===== src/rtl/alu_seq.sv =====
// rtl/alu_seq.sv - registered eight-op ALU with iterative shift-add multiply; ALU_ACC_EN adds the accumulator operand
module alu_seq #(
    parameter int N       = 8,
    parameter int MUL_LAT = N
) (
    input  logic         clk,
    input  logic         rst_n,
    input  logic         in_valid,
    output logic         in_ready,
    input  logic [3:0]   opcode,
    input  logic         mode,
    input  logic [N-1:0] a,
    input  logic [N-1:0] b,
    input  logic         use_acc,
    output logic [N-1:0] result,
    output logic [3:0]   status,
    output logic [3:0]   flags,
    output logic         err,
    output logic         out_valid
);
    localparam int SW = $clog2(N);
    localparam int CW = $clog2(MUL_LAT + 1);

    typedef enum logic {IDLE, BUSY} state_t;
    state_t state, state_nxt;

    logic           accept, onehot, is_mul, last_step, step_en, done;
    logic [N-1:0]   opa, alu_res, res_d;
    logic           alu_c, alu_v, err_d;
    logic [3:0]     st_d, flg_d;
    logic [SW-1:0]  sh;
    logic           sh_big;
    logic [N:0]     sum, dif, shl, shr;
    logic [2*N-1:0] prod, prod_nxt, mcand;
    logic [N-1:0]   mplier;
    logic [CW-1:0]  cnt;

    assign in_ready = (state == IDLE);
    assign accept   = in_valid && in_ready;
    assign onehot   = (opcode != 4'b0) && ((opcode & (opcode - 4'd1)) == 4'b0);
    assign is_mul   = mode && (opcode == 4'b1000);

`ifdef ALU_ACC_EN
    logic [N-1:0] acc;

    always_ff @(posedge clk or negedge rst_n) begin
        if (!rst_n) begin
            acc <= '0;
        end else if (done) begin
            acc <= res_d;
        end
    end

    assign opa = use_acc ? acc : a;
`else
    logic unused_use_acc;
    assign unused_use_acc = use_acc;
    assign opa = a;
`endif

    assign sh     = b[SW-1:0];
    assign sh_big = 32'(sh) >= N;

    // Extra bit on each side catches carry/borrow and the last bit shifted out.
    assign sum = {1'b0, opa} + {1'b0, b};
    assign dif = {1'b0, opa} - {1'b0, b};
    assign shl = {1'b0, opa} << sh;
    assign shr = {opa, 1'b0} >> sh;

    always_comb begin
        alu_res = '0;
        alu_c   = 1'b0;
        alu_v   = 1'b0;
        case ({mode, opcode})
            5'b0_1000: begin
                {alu_c, alu_res} = sum;
                alu_v = (opa[N-1] == b[N-1]) && (sum[N-1] != opa[N-1]);
            end
            5'b0_0100: begin
                {alu_c, alu_res} = dif;
                alu_v = (opa[N-1] != b[N-1]) && (dif[N-1] != opa[N-1]);
            end
            5'b0_0010: alu_res = opa | b;
            5'b0_0001: alu_res = opa & b;
            5'b1_0100: alu_res = opa ^ b;
            5'b1_0010: if (!sh_big) {alu_res, alu_c} = shr;
            5'b1_0001: if (!sh_big) {alu_c, alu_res} = shl;
            default: ;
        endcase
    end

    // Partial products stop after N steps even if MUL_LAT keeps the FSM busy longer.
    assign step_en   = 32'(cnt) < N;
    assign last_step = (cnt == CW'(MUL_LAT - 1));
    assign prod_nxt  = (step_en && mplier[0]) ? prod + mcand : prod;

    always_comb begin
        done  = 1'b0;
        res_d = '0;
        st_d  = 4'b0;
        flg_d = 4'b0;
        err_d = 1'b0;
        if (state == BUSY) begin
            if (last_step) begin
                done  = 1'b1;
                res_d = prod_nxt[N-1:0];
                st_d  = 4'b1000;
                flg_d = {res_d[N-1], res_d == '0, |prod_nxt[2*N-1:N], 1'b0};
            end
        end else if (accept) begin
            if (!onehot) begin
                done  = 1'b1;
                flg_d = 4'b0100;
                err_d = 1'b1;
            end else if (!is_mul) begin
                done  = 1'b1;
                res_d = alu_res;
                st_d  = opcode;
                flg_d = {alu_res[N-1], alu_res == '0, alu_c, alu_v};
            end
        end
    end

    always_ff @(posedge clk or negedge rst_n) begin
        if (!rst_n) begin
            state <= IDLE;
        end else begin
            state <= state_nxt;
        end
    end

    always_comb begin
        state_nxt = state;
        case (state)
            IDLE: if (accept && onehot && is_mul) state_nxt = BUSY;
            BUSY: if (last_step) state_nxt = IDLE;
            default: state_nxt = IDLE;
        endcase
    end

    always_ff @(posedge clk or negedge rst_n) begin
        if (!rst_n) begin
            result    <= '0;
            status    <= 4'b0;
            flags     <= 4'b0;
            err       <= 1'b0;
            out_valid <= 1'b0;
            prod      <= '0;
            mcand     <= '0;
            mplier    <= '0;
            cnt       <= '0;
        end else begin
            out_valid <= done;
            if (done) begin
                result <= res_d;
                status <= st_d;
                flags  <= flg_d;
                err    <= err_d;
            end
            if (accept && onehot && is_mul) begin
                prod   <= '0;
                mcand  <= {{N{1'b0}}, opa};
                mplier <= b;
                cnt    <= '0;
            end else if (state == BUSY) begin
                prod   <= prod_nxt;
                mcand  <= mcand << 1;
                mplier <= mplier >> 1;
                cnt    <= cnt + CW'(1);
            end
        end
    end
endmodule

===== config.mk =====
export PLATFORM = sky130hd
export DESIGN_NAME = alu_seq
export DESIGN_NICKNAME = d
export VERILOG_FILES = /design/src/rtl/alu_seq.sv
export SDC_FILE = /design/constraint.sdc
export NUM_CORES = 1
export LEC_CHECK = 0
export ABC_CLOCK_PERIOD_IN_PS = 3700
export CAP_MARGIN = 20
export CORE_ASPECT_RATIO = 0.7
export CORE_MARGIN = 4
export CORE_UTILIZATION = 55
export DETAILED_ROUTE_END_ITERATION = 8
export GPL_TIMING_DRIVEN = 0
export PLACE_DENSITY = 0.76
export SLEW_MARGIN = 10
export SYNTH_ARGS = -nofsm -noshare
export SYNTH_HDL_FRONTEND = slang
export SYNTH_SLANG_ARGS = --single-unit

===== constraint.sdc =====
create_clock -name clk -period 3.7 [get_ports clk]
set_input_delay 0.555 -clock clk [delete_from_list [all_inputs] [get_ports clk]]
set_output_delay 0.555 -clock clk [all_outputs]
set_load 0.01 [all_outputs]

## Yosys cells after proc, flatten, opt, wreduce, memory -nomap -nowiden

Index checks and enable logic that the tools add are counted.

- Bits in registers: 63
- Output and inout bits: 19
- Input port bits: 25

- Equal/unequal tests: 13
- Mux-type cells: 38
- Bitwise logic cells: 5
- Add/sub/neg operators: 5
- Magnitude comparators: 1
- Reduce and logical (&&, ||, !) cells: 14
- Shift-type cells: 2

Operators with widths:

| kind | number |
|---|---|
| 2-to-1 mux 16 bit | 5 |
| 2-to-1 mux 8 bit | 7 |
| one-hot mux 8 bit (7 select lines) | 1 |
| 2-to-1 mux 4 bit | 12 |
| adder 16 bit | 1 |
| zero test 8 bit | 2 |
| == test 5 bit (second input constant) | 3 |
| 2-to-1 mux 1 bit | 10 |
| adder 8 x 8 -> 9 bit | 1 |
| << shifter 8 x 3 -> 9 bit | 1 |
| >> shifter 9 x 3 -> 9 bit | 1 |
| subtractor 8 x 8 -> 9 bit | 1 |
| bitwise AND 8 bit | 1 |
| logical AND 1 bit | 8 |
| bitwise OR 8 bit | 1 |
| OR reduction 8 bit | 1 |
| bitwise XOR 8 bit | 1 |
| == test 5 x 1 -> 1 bit (second input constant) | 1 |
| == test 5 x 2 -> 1 bit (second input constant) | 1 |
| == test 5 x 3 -> 1 bit (second input constant) | 1 |
| == test 5 x 4 -> 1 bit (second input constant) | 1 |
| adder 4 x 1 -> 4 bit (second input constant) | 1 |
| bitwise AND 4 bit | 1 |
| == test 4 x 3 -> 1 bit (second input constant) | 1 |
| other kinds (11) | 14 |

## Longest topological paths before layout

- Depth after elaboration: 8
- Gate-level depth with buffers: 13
- Mapped depth without buffers: 11

## Worst setup path before layout

Ideal clock, no wire load.

- Kind: in2reg
- From: input port b[1]
- To: register flags[2]
- Slack: 677 ps
- Data required time: 3569 ps
- Data arrival time: 2892 ps
- Buffers on the path: 3
- Stages: 13
- Cell sequence: buf_6 > buf_4 > buf_2 > inv_1 > ha_1 > o21bai_1 > a21oi_2 > o21bai_1 > a2111o_1 > a211o_1 > o2111ai_1 > nor4_1 > or3_1

- Word-level cells in the longest chain between the ends: 7
- Elaborated cells on any way between the ends: 13
- Those cells by class: add/sub (2); shift (2); mux (5); bitwise (3); reduce/logical (1)

RTL lines:

| element | line | text |
|---|---|---|
| from (decl) | 13 | `input logic [N-1:0] b,` |
| subtractor 8 x 8 -> 9 bit (tied with other cells) | 66 | `assign dif = {1'b0, opa} - {1'b0, b};` |
| one-hot mux 8 bit (7 select lines) * | 74 | `case ({mode, opcode})` |
| zero test 8 bit * | 119 | `flg_d = {alu_res[N-1], alu_res == '0, alu_c, alu_v};` |
| 2-to-1 mux 4 bit * | 115 | `end else if (!is_mul) begin` |
| 2-to-1 mux 4 bit * | 111 | `if (!onehot) begin` |
| 2-to-1 mux 4 bit * | 110 | `end else if (accept) begin` |
| 2-to-1 mux 4 bit * | 103 | `if (state == BUSY) begin` |
| to (signal assigned) | 157 | `flags <= flg_d;` |
| to (decl) | 17 | `output logic [3:0] flags,` |

Every way passes the cells marked *; elsewhere a longest branch is shown, timed or not.
A chain may end at the register's enable or synchronous reset.

## Worst setup path in the final report

- From: input port a[1]
- To: register flags[2]

- Word-level cells in the longest chain between the ends: 7
- Elaborated cells on any way between the ends: 13
- Those cells by class: add/sub (2); shift (2); mux (5); bitwise (3); reduce/logical (1)

RTL lines:

| element | line | text |
|---|---|---|
| from (decl) | 12 | `input logic [N-1:0] a,` |
| subtractor 8 x 8 -> 9 bit (tied with other cells) | 66 |  |
| one-hot mux 8 bit (7 select lines) * | 74 |  |
| zero test 8 bit * | 119 |  |
| 2-to-1 mux 4 bit * | 115 |  |
| 2-to-1 mux 4 bit * | 111 |  |
| 2-to-1 mux 4 bit * | 110 |  |
| 2-to-1 mux 4 bit * | 103 |  |

Marks and branches as above.

==> key figures <==
Global routing
  • Total grt overflow: 0
  • Global-route wire length before repair: 26,400 um
  • Initial antenna violation count: 0
  • GRT Resource Usage Total: 29.2%
  • Vias in the first global route: 4,749
  • Pin count of the biggest net entering global routing: 63

Worst setup path
  • CP startpoint kind: input pin
  • Crit path cell chain: clkdlybuf4s50_1 > inv_1 > fa_1 > o21ba_2 > o21bai_1 > a221oi_1 > a221o_1 > o21ai_0 > nand3_1 > nor4_1 > or3_1
  • R2R depth: 10
  • Crit-path max FO: 12
  • R2r endpoint: flags[1]
  • R2R setup slack: 0.53 ns
  • CP max stage cell: clkdlybuf4s50_1
  • Worst EP required: 3.98 ns
  • Max incr delay on CP: 0.78 ns
  • Reg-to-reg startpoint: mcand[0]
  • CP Capture Type: flop
  • CP arrival: 3.75 ns
  • CP bufs+invs: 2
  • Crit path max-delay family: compound AO/OA/AOI/OAI gates
  • WS Path Type: in2reg

CTS
  • Clock Path Buffers: 2
  • Clk_lat worst skew: 0.34 ns
  • Hold-fix buffers at CTS: 0
  • CTS buffer count: 9
  • CTS root buf: clkbuf_16
  • TritonCTS clock tree: done
  • CTS H-tree depth: 3
  • Reg clk slew, reported paths: 0.06 ns
  • CTS Sinks: 62

Yosys
  • Post-synthesis sequential area ratio: 28.8%
  • Synth warnings: 0
  • Cell with the most instances after synthesis: nand2_1
  • Commonest cells in the netlist: nand2_1, dfrtp_1, o21ai_0, ha_1, nor2_1
  • Number of synthesized flops with an enable pin: 0
  • Avg Cell Area, Syn: 8.60 um^2
  • Top FF cell, synth: dfrtp_1
  • Area leader, netlist: dfrtp_1
  • Syn Std Cell Area: 5400 um^2
  • #FFs+latches synth: 62
  • Mapped Cells: 627
  • Post-synth ARST share: 100%
  • Synth unique cells: 77
  • Syn Nets: 696
  • Top-area cell type share of the netlist area: 28.8%
  • Largest cells by area after synthesis: dfrtp_1, ha_1, nand2_1

Floorplanning
  • Initial Utilization: 57.9%
  • I/O pins: 44
  • Die Wd: 126 um
  • Height of the die: 90.9 um
  • Cell Rows: 29
  • Die area: 11,500 um^2
  • Core Box Area: 9330 um^2

STA
  • Final Max Slew Viols: 0
  • Worst Tran Pin Value: 0.806 ns
  • FMAX: 287 MHz
  • Part of the cycle the worst path needs: 94.0%
  • Worst Skew: 0.00903 ns
  • Final hold vios: 0
  • Setup TNS: 0 ns
  • Post-route minimum period: 3.48 ns
  • Setup violations, final: 0
  • RSZ-0062 raised after global routing: no
  • Relative slew slack: 46.3%

Drt
  • Vias per std cell: 6.66
  • Antenna-violating nets left: 0
  • Final wirelength: 16,900 um
  • Initial drt markers: 771
  • Drt pass-1 iters: 5
  • Wire per inst: 21.0 um
  • DRC errors left: 0
  • Vias: 5,367

Cells and area
  • Synth-to-layout area growth: 16.2%
  • Layout cells sized above 1: 10.4%
  • Fillcell total: 759
  • Final #Nets: 746
  • Ant diodes: 0
  • Post-route cell area: 6270 um^2
  • Final core utilization: 67.2%

Power and ir drop
  • Pwr Density: 598 nW/um^2
  • Leakage: 2.80 nW
  • Peak supply drop: 0.000419 V
  • Final Power: 0.00375 W
  • Comb pwr share: 44.8%
  • Int Power: 0.00215 W
  • NetSw: 0.00160 W
  • Clock share of power: 24.7%
  • Switching Share: 42.7%
  • Register share of total power: 30.5%

Place
  • Port Buf Inserts: 39
  • Routability congestion estimate from global placement: 0.994
  • DP HPWL: 12,700 um
  • Post-DP Area: 5940 um^2

Min path
  • Tightest Hold Check Type: in2async

Status
  • Status: completed

Run
  • Max-cap viol count: 0
worst max path at each step:
stage,startpoint,to,slack [ns],depth (start not counted)
final,a[1],flags[2],0.22,11
after global routing,a[1],flags[2],0.10,11
after CTS,b[2],result[7],0.18,11
after detailed placement,b[1],result[7],-0.41,14
after global placement,b[1],flags[2],-0.36,14
after floorplan,b[1],flags[2],0.68,13
cell usage in the layout, fill, tap and decap left out, drive strengths merged, types with 5 or more instances in the layout:
cell type / Yosys / routed
o21bai: 6 / 6
a31oi: 5 / 5
o21ai: 53 / 53
o211ai: 7 / 7
nand2: 103 / 103
dfrtp: 62 / 62
a22o: 6 / 6
nand2b: 5 / 5
a21o: 10 / 10
ha: 41 / 41
xnor2: 9 / 9
mux4: 9 / 9
buf: 17 / 18
inv: 28 / 28
clkdlybuf4s50: 0 / 37
nor2: 38 / 38
a211oi: 9 / 9
nand3: 21 / 21
a221o: 8 / 8
a21oi: 35 / 35
clkbuf: 22 / 31
xor2: 8 / 8
a22oi: 22 / 22
and3: 7 / 7
nor3: 8 / 8
mux2i: 11 / 11
per-layer routing:
layer  track usage, %  share of wire [%]  up-vias
li1                 -                  -     2419
met1             46.2                 45     2567
met2             38.3                 40      353
met3             8.63                 14       28
met4             6.43                1.2        0
met5                0                  0        -
per-stage QoR:
| stage | worst slack [ns] | hold WS [ns] | instances |
|---|---|---|---|
| floorplan | 0.677 | 0.259 | 627 |
| global placement | -0.360 | 0.460 | 790 |
| detailed placement | -0.410 | 0.469 | 790 |
| CTS | 0.181 | 0.327 | 806 |
| global route | 0.104 | 0.369 | 806 |
| finish | 0.221 | 0.294 | 806 |
timing repair:
| item | 4_1_cts | 5_1_grt |
|---|---|---|
| setup endpoints to repair | 2 | 2 |
| buffers inserted | 0 | 1 |
| gates resized for setup | 2 | 1 |
logic make-up after synthesis:
| group | after synthesis | share of synthesized area (%) |
|---|---|---|
| and+or+nand+nor | 212 | 19.6 |
| AOI/OAI and AO/OA | 203 | 26.6 |
| muxes | 21 | 6.01 |
| buffers and inverters | 68 | 5.66 |
| adders and majority gates | 44 | 10.6 |
| DFF | 62 | 28.8 |
| xor gates and xnor gates | 17 | 2.76 |
area by class of cell:
type | instances | area [um^2] | area share (%)
Buffer | 38 | 191 | 3.05
Timing Repair Buffer | 40 | 394 | 6.29
Clock buffer | 9 | 225 | 3.59
Tap cell | 124 | 155 | 2.48
Clock inverter | 7 | 98.8 | 1.58
Sequential cell | 62 | 1550 | 24.8
Inverter | 29 | 113 | 1.80
Multi-Input combinational cell | 497 | 3540 | 56.5
state kept, by name (all words and copies together) (netlist names):
name / cells
state: 1
cnt: 4
out_valid: 1
flags: 3
result: 8
status: 4
mplier: 8
err: 1
mcand: 16
prod: 16
power by group through the flow:
stage | Sequential (W) | Combinational (W) | Clock [W]
finish | 0.00114 | 0.00168 | 0.000926
global placement | 0.00113 | 0.00157 | 0
global route | 0.00117 | 0.00184 | 0.000962
floorplan | 0.00108 | 0.00112 | 0
CTS | 0.00113 | 0.00164 | 0.000927
detailed placement | 0.00114 | 0.00162 | 0
(Power assumes the default switching activity.)
